File: config.mk
export PLATFORM = sky130hd
export DESIGN_NAME = fetch_decode
export DESIGN_NICKNAME = d
export VERILOG_FILES = /design/src/rtl/fetch_decode.sv
export SDC_FILE = /design/constraint.sdc
export NUM_CORES = 1
export LEC_CHECK = 0
export CAP_MARGIN = 0
export CORE_MARGIN = 3
export CORE_UTILIZATION = 41
export CTS_CLUSTER_DIAMETER = 120
export DETAILED_ROUTE_END_ITERATION = 8
export PLACE_DENSITY = 0.9
export SLEW_MARGIN = 25
export SYNTH_ARGS = -nofsm -noshare
export SYNTH_HDL_FRONTEND = slang
export SYNTH_SLANG_ARGS = --single-unit
File: constraint.sdc
create_clock -name clock -period 1.8 [get_ports clock]
set_clock_uncertainty 0.05 [all_clocks]
set_input_delay 0.18 -clock clock [delete_from_list [all_inputs] [get_ports clock]]
set_output_delay 0.18 -clock clock [all_outputs]
set_load 0.005 [all_outputs]
File: src/rtl/fetch_decode.sv
// fetch_decode
//   Multi-cycle fetch/decode sequencer for an RV32 subset: R-type ALU,
//   I-type ALU, LUI and stores. It holds the PC and fetches one word at a
//   time over a valid/ready instruction-memory handshake. It decodes the
//   word into register/opcode/function fields and a sign-extended immediate,
//   then issues one-cycle register-write and store strobes. Any other
//   encoding parks the sequencer in HALT until the next reset.
//
//   Parameters
//     RESET_PC          PC value loaded by reset
//   Ports
//     clock             system clock, rising edge
//     reset             synchronous, active-high
//     imem_req          fetch request valid (FETCH only)
//     imem_addr         fetch address (current PC)
//     imem_ready        imem_rdata valid; completes the request
//     imem_rdata        instruction word
//     pc                address of the instruction being decoded/executed
//     rd/rs1/rs2        register fields
//     opcode/func3/func7 opcode and function fields
//     imm               decoded immediate
//     reg_write         register write strobe (EXECUTE only)
//     mem_write_enable  unshifted byte-lane mask (EXECUTE only)
//     store_enable      store strobe (EXECUTE only)
//     illegal           sticky, set on entering HALT
module fetch_decode #(
   parameter logic [31:0] RESET_PC = 32'h0000_0000
) (
   input  logic        clock,
   input  logic        reset,
   output logic        imem_req,
   output logic [31:0] imem_addr,
   input  logic        imem_ready,
   input  logic [31:0] imem_rdata,
   output logic [31:0] pc,
   output logic [4:0]  rd,
   output logic [4:0]  rs1,
   output logic [4:0]  rs2,
   output logic [6:0]  opcode,
   output logic [2:0]  func3,
   output logic [6:0]  func7,
   output logic [31:0] imm,
   output logic        reg_write,
   output logic [3:0]  mem_write_enable,
   output logic        store_enable,
   output logic        illegal
);

   localparam logic [6:0] OP_R     = 7'b0110011;
   localparam logic [6:0] OP_I     = 7'b0010011;
   localparam logic [6:0] OP_LUI   = 7'b0110111;
   localparam logic [6:0] OP_STORE = 7'b0100011;

   typedef enum logic [1:0] {
      S_FETCH,
      S_DECODE,
      S_EXECUTE,
      S_HALT
   } state_t;

   state_t      state;
   logic [31:0] pc_q;
   logic [31:0] ir_q;
   logic        rw_q;
   logic        st_q;
   logic [3:0]  mask_q;
   logic        ill_q;

   // Decode of the latched word. Fields come straight from the instruction
   // register, so they stay put from DECODE until the next fetch completes,
   // and they read as zero after reset (ir cleared).
   logic        is_r, is_i, is_lui, is_store;
   logic        store_f3_ok;
   logic        legal;
   logic        wr_en_d;
   logic [3:0]  mask_d;

   assign opcode = ir_q[6:0];
   assign rd     = ir_q[11:7];
   assign func3  = ir_q[14:12];
   assign rs1    = ir_q[19:15];
   assign rs2    = ir_q[24:20];
   assign func7  = ir_q[31:25];

   assign is_r     = (opcode == OP_R);
   assign is_i     = (opcode == OP_I);
   assign is_lui   = (opcode == OP_LUI);
   assign is_store = (opcode == OP_STORE);

   // Only SB/SH/SW exist; func3 >= 3 is not a valid RV32 store.
   assign store_f3_ok = (func3 == 3'b000) || (func3 == 3'b001) || (func3 == 3'b010);

   // The legal opcodes all end in 2'b11; the explicit compressed-encoding
   // check keeps the rule visible should the opcode list ever grow.
   assign legal = (ir_q[1:0] == 2'b11) &&
                  (is_r || is_i || is_lui || (is_store && store_f3_ok));

   assign wr_en_d = (is_r || is_i || is_lui) && (rd != 5'd0);

   always_comb begin
      imm = 32'd0;
      if (is_i)
         imm = {{20{ir_q[31]}}, ir_q[31:20]};
      else if (is_store)
         imm = {{20{ir_q[31]}}, ir_q[31:25], ir_q[11:7]};
      else if (is_lui)
         imm = {ir_q[31:12], 12'd0};
   end

   always_comb begin
      mask_d = 4'b0000;
      case (func3)
         3'b000:  mask_d = 4'b0001;
         3'b001:  mask_d = 4'b0011;
         3'b010:  mask_d = 4'b1111;
         default: mask_d = 4'b0000;
      endcase
   end

   // Sequencer. Strobes default low each cycle, so they are high only in
   // the cycle following the DECODE->EXECUTE edge.
   always_ff @(posedge clock) begin
      if (reset) begin
         state  <= S_FETCH;
         pc_q   <= RESET_PC;
         ir_q   <= 32'd0;
         rw_q   <= 1'b0;
         st_q   <= 1'b0;
         mask_q <= 4'b0000;
         ill_q  <= 1'b0;
      end else begin
         rw_q   <= 1'b0;
         st_q   <= 1'b0;
         mask_q <= 4'b0000;
         case (state)
            S_FETCH: begin
               if (imem_ready) begin
                  ir_q  <= imem_rdata;
                  state <= S_DECODE;
               end
            end
            S_DECODE: begin
               if (legal) begin
                  state <= S_EXECUTE;
                  rw_q  <= wr_en_d;
                  if (is_store) begin
                     st_q   <= 1'b1;
                     mask_q <= mask_d;
                  end
               end else begin
                  state <= S_HALT;
                  ill_q <= 1'b1;
               end
            end
            S_EXECUTE: begin
               pc_q  <= pc_q + 32'd4;
               state <= S_FETCH;
            end
            S_HALT: begin
               state <= S_HALT;
            end
         endcase
      end
   end

   // Reset masks the request and strobes in the very cycle it is asserted,
   // so a reset landing on EXECUTE never leaks a write into the datapath.
   assign imem_req         = (state == S_FETCH) && !reset;
   assign imem_addr        = pc_q;
   assign pc               = pc_q;
   assign reg_write        = rw_q & ~reset;
   assign store_enable     = st_q & ~reset;
   assign mem_write_enable = mask_q & {4{~reset}};
   assign illegal          = ill_q;

endmodule

=== Word level (Yosys, flattened, before mapping) ===
Index checks and enable logic that the tools add are counted.

* Word-level logic and storage cells: 51
* Output and inout port bits: 136
* Bits in registers: 73
* Input bits: 35

* Add/sub/neg operators: 1
* Multiplexer cells: 8
* Bitwise logic cells: 7
* Eq/ne operators: 11
* Reduce and logical (&&, ||, !) cells: 17

{| class="wikitable"
|+ Operators with widths
! cell !! number
|-
| $mux 32 || 3
|-
| $add 32x3->32 const B || 1
|-
| $eq 7x6->1 const B || 3
|-
| $pmux 4 s3 || 1
|-
| $pmux 2 s4 || 1
|-
| $eq 7x5->1 const B || 1
|-
| $eq 2x2->1 const B || 3
|-
| $logic_or 1x1->1 || 5
|-
| $reduce_bool 5->1 || 1
|-
| $and 4x4->4 || 1
|-
| $logic_and 1x1->1 || 4
|-
| $not 1->1 || 4
|-
| $reduce_and 2->1 || 2
|-
| $reduce_or 4->1 || 1
|-
| $eq 3x1->1 const B || 1
|-
| $eq 3x2->1 const B || 1
|-
| $logic_not 3->1 || 1
|-
| $reduce_or 3->1 || 1
|-
| $and 1x1->1 || 2
|-
| $eq 2x1->1 const B || 1
|-
| $logic_not 2->1 || 1
|-
| $mux 1 || 2
|-
| $mux 2 || 1
|-
| $ne 2x2->1 const B || 1
|-
| $logic_not 1->1 || 1
|}

=== Longest topological paths before layout ===
Gate-level depths: netlist of the first run.

* Depth after elaboration: 8
* Gate-level depth with buffers: 7
* Mapped depth without buffers: 5

=== Worst setup path before layout of the first run ===
OpenSTA, ideal clock, no wires.

* Path kind: register to register
* From: register pc_q[2] (netlist: imem_addr[2])
* To: register pc_q[20] (netlist: imem_addr[20])
* Library setup time: 70 ps
* Data required time: 1,680 ps
* Clock period less this slack: 1,738 ps
* Stages on the path, launching flop included: 8
* Path buffers: 2
* Setup slack: 62 ps
* Arrival: 1,617 ps
* Path through: dfxtp_1 > ha_1 > and3b_1 > buf_6 > nand4_4 > buf_6 > or4_1 > a21oi_1

* Longest elaborated chain between the ends: 1

{| class="wikitable"
|+ Ends and longest elaborated chain
! what !! RTL line !! text
|-
| start: declaration || 62 || <nowiki>logic [31:0] pc_q;</nowiki>
|-
| start signal: assignment || 156 || <nowiki>pc_q <= pc_q + 32'd4;</nowiki>
|-
| $add 32x3->32 || 156 ||
|}

Every way passes these cells.
A chain may end at the register's enable or synchronous reset.

=== Worst setup path after layout of the first run ===
* From: register ir_q[3]
* To: output imm[17]

* Longest elaborated chain between the ends: 4
* Elaborated cells between the ends (all ways): 6
* Those cells by class: 3 x eq/ne; 3 x mux

{| class="wikitable"
|+ Ends and longest elaborated chain
! what !! RTL line !! text
|-
| start: declaration || 63 || <nowiki>logic [31:0] ir_q;</nowiki>
|-
| start signal: assignment || 138 || <nowiki>ir_q <= imem_rdata;</nowiki>
|-
| $eq 7x6->1 || 87 || <nowiki>assign is_lui = (opcode == OP_LUI);</nowiki>
|-
| $mux 32 || 106 || <nowiki>else if (is_lui)</nowiki>
|-
| $mux 32 || 104 || <nowiki>else if (is_store)</nowiki>
|-
| $mux 32 (*) || 102 || <nowiki>if (is_i)</nowiki>
|-
| end: declaration || 42 || <nowiki>output logic [31:0] imm,</nowiki>
|}

Every way passes the cells marked *; elsewhere a longest branch is shown, timed or not.

==> results of run 1 <==
[per-stage QoR]
stage	util	instance area [um2]	instances
2_1_floorplan	-	3487	434
3_3_place_gp	0.6627	5280	691
3_5_place_dp	0.6627	5280	691
4_1_cts	0.7120	5673	736
5_1_grt	0.7186	5725	739
6_report	0.7186	5725	739
[what timing repair did]
action                                  CTS  global route
endpoints found under the hold margin     0             0
buffers inserted                         26             4
pin swaps                                26             4
gates cloned                              5             0
endpoints found under the setup margin   38            46
resized for setup                       150            11
[cell usage after synthesis (all sizes together), types with 2 or more instances]
| cell | instances | area (um2) |
|---|---|---|
| xnor2 | 5 | 43.79 |
| dfxtp | 70 | 1401 |
| a22oi | 5 | 37.54 |
| or4 | 14 | 105.1 |
| nand4b | 2 | 17.52 |
| nor2 | 21 | 78.83 |
| nor4 | 2 | 12.51 |
| xor2 | 6 | 52.55 |
| nand2 | 74 | 277.8 |
| o31ai | 14 | 105.1 |
| and3 | 4 | 25.02 |
| clkbuf | 19 | 71.32 |
| a21o | 19 | 142.6 |
| nor3b | 2 | 15.01 |
| buf | 42 | 312.8 |
| o21ai | 6 | 30.03 |
| nand3 | 12 | 60.06 |
| and2 | 9 | 57.56 |
| nor3 | 3 | 20.02 |
| a21oi | 57 | 285.3 |
| inv | 7 | 26.28 |
| and4 | 3 | 28.78 |
| nand4 | 9 | 77.57 |
| nor2b | 8 | 50.05 |
| or3 | 5 | 31.28 |
[final timing paths]
kind,start,endpoint,cells past startpoint
worst max-delay path,ir_q[3]$_SDFFE_PP0P_,imm[17],8
worst min-delay path,reset,state[0]$_SDFFE_PP0P_,2
worst min register to register,illegal$_SDFFE_PP0P_,illegal$_SDFFE_PP0P_,2
worst max register to register,imem_addr[2]$_SDFFE_PP0P_,imem_addr[28]$_SDFFE_PP0P_,5
[registers in the layout, indices dropped and copies added (netlist names)]
register and count:
illegal 1, imem_addr 30, ir_q 32, mask_q 3, rw_q 1, st_q 1, state 2
[placed cells by master (no fill, tap or decap), drive strengths merged, types with 2 or more instances in the layout]
cell           count
nor2b              8
and4               3
nor2              21
dfxtp             70
clkbuf            12
and2               9
a21o              19
a22oi              5
o31ai             14
clkinv             3
inv                7
dlygate4sd2        5
clkdlybuf4s50    132
nor3               3
nor3b              2
nand4b             2
xnor2              5
nand3             12
clkdlybuf4s15      3
buf              107
nand2             74
and3               4
or3                5
nor4               2
a21oi             57
or4               14
o21ai              6
nand4             10
xor2               6
conb               4
[kinds of logic after synthesis]
logic type,synth area share
buf+inv,0.1181
compound gates,0.1818
other cells,0.001079
flops,0.4032
xor+xnor,0.02772
fa+ha+maj,0.003599
mux,0.002880
simple gates,0.2617
[metal layers]
metal	part of all wire	routed length, um	vias to the layer above
met3	0.074	896	12
met5	0	0	-
met1	0.38	4583	1847
li1	-	-	1868
met2	0.54	6526	193
met4	0.0098	119	0
[final cells by class]
class	count	area, um2	share of cell area
multi-input combinational	297	1772	0.3094
tap	102	127.6	0.02229
sequential	70	1414	0.2469
inverter	7	26.28	0.004589
timing repair buffer	247	2218	0.3875
clock buffer	12	145.1	0.02535
clock inverter	4	22.52	0.003934
[power by group]
part	total (mW)	switching (mW)	leakage [nW]	internal, mW
logic	0.408	0.177	1.77	0.231
clock network	1.11	0.579	0.0861	0.532
registers	1.66	0.0602	0.573	1.60
==> reports/results.ini, run 1 <==
[die]
die-area_mm2=0.009619
initial_core_util=0.4362
core_mm2=0.007968
io_pins=171
die_y_um=98.08
die_w_um=98.08
row_count=32

[logic_synthesis]
avgSynthCellArea_um2=8.065
yosysWarnings=0
ys.flop_type=dfxtp_1
synth_cell_types=45
synth-async-reset-ratio=0
synthCells=431
syn-cell-area_mm2=0.003476
synth_seq_cells=70
synth_edf_count=0
ys_seq_area_frac=0.4032

[place]
dp_slack_ns=-0.1640
io_buffers=166
hpwl_um=8211
gp_congestion=0.9040

[worst_setup_path]
worst-path-max-fanout=4
slowest_stage=dfxtp_2
crit_required_ns=1.57
crit_path_end_kind=output pin
path_cells=nand4bb_4 > buf_6 > nor2_4 > buf_6 > buf_6 > buf_6 > a21o_1 > buf_2
cp_top_family=buffers and inverters
crit_type=flip-flop to output pin
arrival_ns=1.75
r2r_slack_ns=0.05
crit_path_start_kind=flip-flop
crit_buf_inv=5
cp_common_cell=buf_6
critPathMaxStageDelay_ns=0.33

[grt]
grt_max_degree=27
grtUsageMet2=0.4508
grt_pass1_vias=3800
grt_overflow=0
grt_pass1_wl_um=19070
grt_util_all_layers=0.2437
grtUsageMet3=0.05286
top_usage_layer=met2
use_met1=0.2801
grt_antenna_before_repair=0

[power_and_ir_drop]
powerDensity_mw_per_mm2=555.2
total_power_mw=3.179
p_leak_nw=2.425
ir_worst_vdd_v=0.0003568

[routing]
wl_um=12130
drtAntennaViolNets=0
via_per_inst=5.304
avgRoutedWirePerCell_um=16.41
drc=0
via_count=3920
drt_iter0_markers=242
drtPass1Iterations=5

[status]
failed_checks=negative setup slack
status=finished, violations left

[sta]
rsz0062_at_grt=yes
fin_crit_ns=1.984
whs_ns=0.1083
setup_tns_ns=-2.976
finalCritPeriodShare=1.102
fmax_mhz=504.0
timing.final.ws_setup_ns=-0.1842
drv_slew=0
finalSetupViolCount=31
hold_violations=0

[hold_path]
hp-class=primary input to flip-flop

[clock_network]
root_buffer=clkbuf_8
cts_sinks=70
cts_hold_buf=0
htreeDepth=3
cts_buffer_depth=2
path_clk_slew_ns=0.08
cts_buffers=9
clock_latency_ns=0.33
cts_tree=done

[final_layout]
nets=668
fillers=560
antenna_cells=0
drive_gt1_frac=0.2370
area_growth_pct=64.72

[flow_run]
maxCapViolations=0

Power figures use the tool's default switching activity.
==> inputs of run 2 (changes only) <==
--- a/config.mk
+++ b/config.mk
@@ -10,7 +10,8 @@
 export CORE_UTILIZATION = 41
 export CTS_CLUSTER_DIAMETER = 120
 export DETAILED_ROUTE_END_ITERATION = 8
-export PLACE_DENSITY = 0.9
+export GPL_TIMING_DRIVEN = 0
+export PLACE_DENSITY = 0.81
 export SLEW_MARGIN = 25
 export SYNTH_ARGS = -nofsm -noshare
 export SYNTH_HDL_FRONTEND = slang
==> run 2 against run 1 <==
Net effect: the run still ends with negative setup slack left; core utilization is 3.8 points higher; first-iteration DRC count is 32% lower; sequential cell count stayed put; design area is 5.3% higher; count of clock-buffer cells in the layout stayed put; largest power group unchanged.
==> reports/results.ini, run 2 (synthesis gave the netlist of run 1 again) <==
[final_layout]
final_cell_mix=clkdlybuf4s50_1 (132), nand2_1 (74), buf_4 (60), a21oi_1 (53), dfxtp_1 (45)
drive_gt1_frac=0.3045
layout_commonest_cell=clkdlybuf4s50_1
largest_reg_flops=32
top_register=ir_q
finish.utilization=0.7568
area_growth_pct=73.47
final_area_mm2=0.006030
antenna_cells=0
nets=691

[routing]
via_count=4046
drtPass1Iterations=4
drtAntennaViolNets=0
avgRoutedWirePerCell_um=16.11
via_per_inst=5.310
drc=0
drt_iter0_markers=164
wl_um=12280

[clock_network]
cts_tree=done
clock_latency_ns=0.33
cts_sinks=70
root_buffer=clkbuf_8
cts_buffer_depth=2
cts_hold_buf=0
htreeDepth=3
cts_buffers=9
path_clk_slew_ns=0.07

[sta]
fin_crit_ns=2.043
slew_headroom=0.6277
hold_violations=0
finalCritPeriodShare=1.135
drv_slew=0
finalSetupViolCount=31
timing.final.ws_setup_ns=-0.2426
fmax_mhz=489.6
rsz0062_at_grt=yes
tightestPinTransition_ns=0.5584
whs_ns=0.09287

[worst_setup_path]
worst-path-max-fanout=5
crit_required_ns=1.57
arrival_ns=1.81
setup.worst_path.start=ir_q[6]$_SDFFE_PP0P_
reg2reg_from=imem_addr[6]$_SDFFE_PP0P_
crit_type=flip-flop to output pin
crit_path_end_kind=output pin
crit_path_start_kind=flip-flop

[place]
place_area_mm2=0.005266
gp_congestion=0.8283
io_buffers=165
hpwl_um=7972

[power_and_ir_drop]
p_leak_nw=2.538
ir_worst_vdd_v=0.0003896
total_power_mw=3.163
powerDensity_mw_per_mm2=524.6

[grt]
grt_pass1_wl_um=19260
grt_max_degree=12
grt_pass1_vias=3941
grt_antenna_before_repair=0
grt_util_all_layers=0.2433
grt_overflow=0

[die]
row_count=32
die_y_um=98.08
initial_core_util=0.4362
die-area_mm2=0.009619
core_mm2=0.007968
die_w_um=98.08
io_pins=171

[status]
status=finished, violations left
failed_checks=negative setup slack

[hold_path]
hp-class=primary input to flip-flop
hp-start=reset

[flow_run]
maxCapViolations=0

[run 2: final cells by class]
type | instances | area [um2]
flip-flops and latches | 70 | 1460
plain buffers | 59 | 424.2
well taps | 102 | 127.6
clock inverters | 4 | 22.52
multi-input cells | 296 | 1822
repair buffers | 212 | 2002
fillers | 547 | 1938
clock buffers | 12 | 145.1
inverters | 7 | 26.28
[run 2: per-layer routing]
metal | vias to the layer above | share of wire | track usage
li1 | 1913 | - | -
met1 | 1900 | 0.39 | 0.2837
met2 | 199 | 0.49 | 0.4188
met3 | 34 | 0.087 | 0.07071
met4 | 0 | 0.030 | 0.09691
met5 | - | 0 | 0
[run 2: final timing paths]
check	to	slack, ns	cells after the start
worst max-delay path	imm[12]	-0.24	8
worst min-delay path	state[1]$_SDFFE_PP0P_	0.09	2
worst max register to register	imem_addr[25]$_SDFFE_PP0P_	0.03	6
worst min register to register	illegal$_SDFFE_PP0P_	0.41	2
[run 2: critical path, stage by stage (launching register included)]
cell       delay [ns]
dfxtp_2          0.33
nand4bb_4        0.27
nor3_4           0.16
and2_4           0.19
buf_12           0.12
buf_16           0.11
buf_6            0.09
a21o_1           0.09
buf_2            0.12
[run 2: timing repair]
| item | 4_1_cts | 5_1_grt |
|---|---|---|
| gates resized for setup | 205 | 55 |
| pin swaps | 15 | 23 |
| gates cloned | 2 | 0 |
| setup endpoints to repair | 82 | 63 |
| setup buffers | 35 | 15 |
[run 2: power breakdown]
group	total [mW]	switching, mW	internal (mW)
Clock	1.10	0.572	0.532
Combinational	0.410	0.179	0.231
Sequential	1.65	0.0617	1.59
Total	3.16	0.813	2.35
[run 2: through the flow]
step	setup TNS (ns)	std cells	worst slack (ns)
after global placement	-22.35	701	-0.6337
after global routing	-7.204	762	-0.3205
after detailed placement	-24.28	701	-0.6606
after floorplan	0	434	0.06247
final	-4.817	762	-0.2426
after CTS	-3.979	753	-0.2230
==> inputs of run 3 (changes only) <==
--- a/config.mk
+++ b/config.mk
@@ -5,7 +5,7 @@
 export SDC_FILE = /design/constraint.sdc
 export NUM_CORES = 1
 export LEC_CHECK = 0
-export CAP_MARGIN = 0
+export CAP_MARGIN = 10
 export CORE_MARGIN = 3
 export CORE_UTILIZATION = 41
 export CTS_CLUSTER_DIAMETER = 120
==> results of run 3 <==
Final layout, timing and power as in run 2 (identical DEF).
==> RTL change, RTL diff (settings of run 2) <==
The 4 states of `state_t` get a Gray code encoding in 2 bits.
--- a/src/rtl/fetch_decode.sv
+++ b/src/rtl/fetch_decode.sv
@@ -53,8 +53,8 @@
 
    typedef enum logic [1:0] {
-      S_FETCH,
-      S_DECODE,
-      S_EXECUTE,
-      S_HALT
+      S_FETCH   = 2'b00,
+      S_DECODE  = 2'b01,
+      S_EXECUTE = 2'b11,
+      S_HALT    = 2'b10
    } state_t;
 
Check against the original RTL: no difference found for any inputs over 4 cycles, from zero or initial values and one cycle with reset high; so few cycles prove little.
==> RTL change against run 2 <==
Setup slack improved by 0.050 ns. Total power rose by 25%. Wire length rose by 9.8%. Sequential cell count did not move. Final area rose by 3.3%. The flow still finishes with violations (setup timing). Synthesized cell count rose by 0.93%. Core utilization rose by 2.5 points. Register-to-register slack got worse by 0.22 ns. Synthesized area fell by 0.11%. Critical path type is now flop to flop. Clock power rose by 52%. Die area fell by 0.10%. Fmax rose by 2.5%. Non-clock buffer count fell by 2.
==> RTL change: results (changes against run 2) <==
run status=finished with violations; failing checks=setup timing; Synth cell types=38 (-16%); Syn Area/Cell=7.98 µm² (-1.0%); sequential power=1700 µW (+3%); Post-synth top cells=nand2_1, dfxtp_1, a21oi_1; worst reg2reg startpoint=imem_addr[16]; sequential share of the synthesized area=0.404 (+0.000436); post-CTS setup buffers=37 (+5.7%); pre-CTS setup slack=-0.828 ns (-0.168 ns); first-pass GRT wire length=20.6 mm (+6.8%); Placed Cells=705 (+0.57%); peak supply drop=0.480 mV (+23%); post-cts repair resize count=203 (-0.98%); setup ws final=-0.193 ns (+0.0498 ns); leakage power=0.00262 µW (+3.4%); placed instance area=5330 µm² (+1.2%); Pint=2970 µW (+26%); CP Max Fanout=7 (+2); hpwl dp=8.42 mm (+5.6%); Crit Path Class=flop to flop; Setup violations, final=39 (+26%); routed via count=4146 (+2.5%); First-pass DRT Iterations=7 (+3); slowest stage cell, crit path=or4_4; P_comb=594 µW (+45%); Met3 Wirelength=1.42 mm (+32%); gr usage total=0.263 (+0.0201); Fill cells=528 (-3.5%); routability congestion estimate=0.916 (+11%); Hold Path End=ir_q[12]; Hold Worst Slack=0.325 ns (+0.232 ns)
==> RTL change: cell types whose count changed after synthesis, moves of 4 or more <==
cell / before / now
inv_1: 7 / 11
clkbuf_1: 19 / 23
nand3_1: 12 / 5
a21oi_1: 57 / 52
==> RTL change: cell type report <==
type	count	area, µm²	area share
multi-input combinational	295	1990	0.319
inverter	11	41.3	0.00663
sequential	70	1480	0.237
clock inverter	5	103	0.0165
timing repair buffer	211	1890	0.304
clock buffer	11	163	0.0261
tap	102	128	0.0205
buffer	58	430	0.0691
==> RTL change: metal layers <==
layer  up-vias  global-route usage
met1      1964               0.301
met5         -                   0
met3        30              0.0714
li1       1906                   -
met4         0              0.0937
met2       246               0.470
==> RTL change: logic make-up after synthesis <==
group | Yosys count | share of synthesized area
compound gates | 100 | 0.177
buf+inv | 73 | 0.118
xor+xnor | 12 | 0.0303
flops | 70 | 0.404
mux | 2 | 0.00577
fa+ha+maj | 4 | 0.0144
other cells | 1 | 0.00108
simple gates | 173 | 0.250
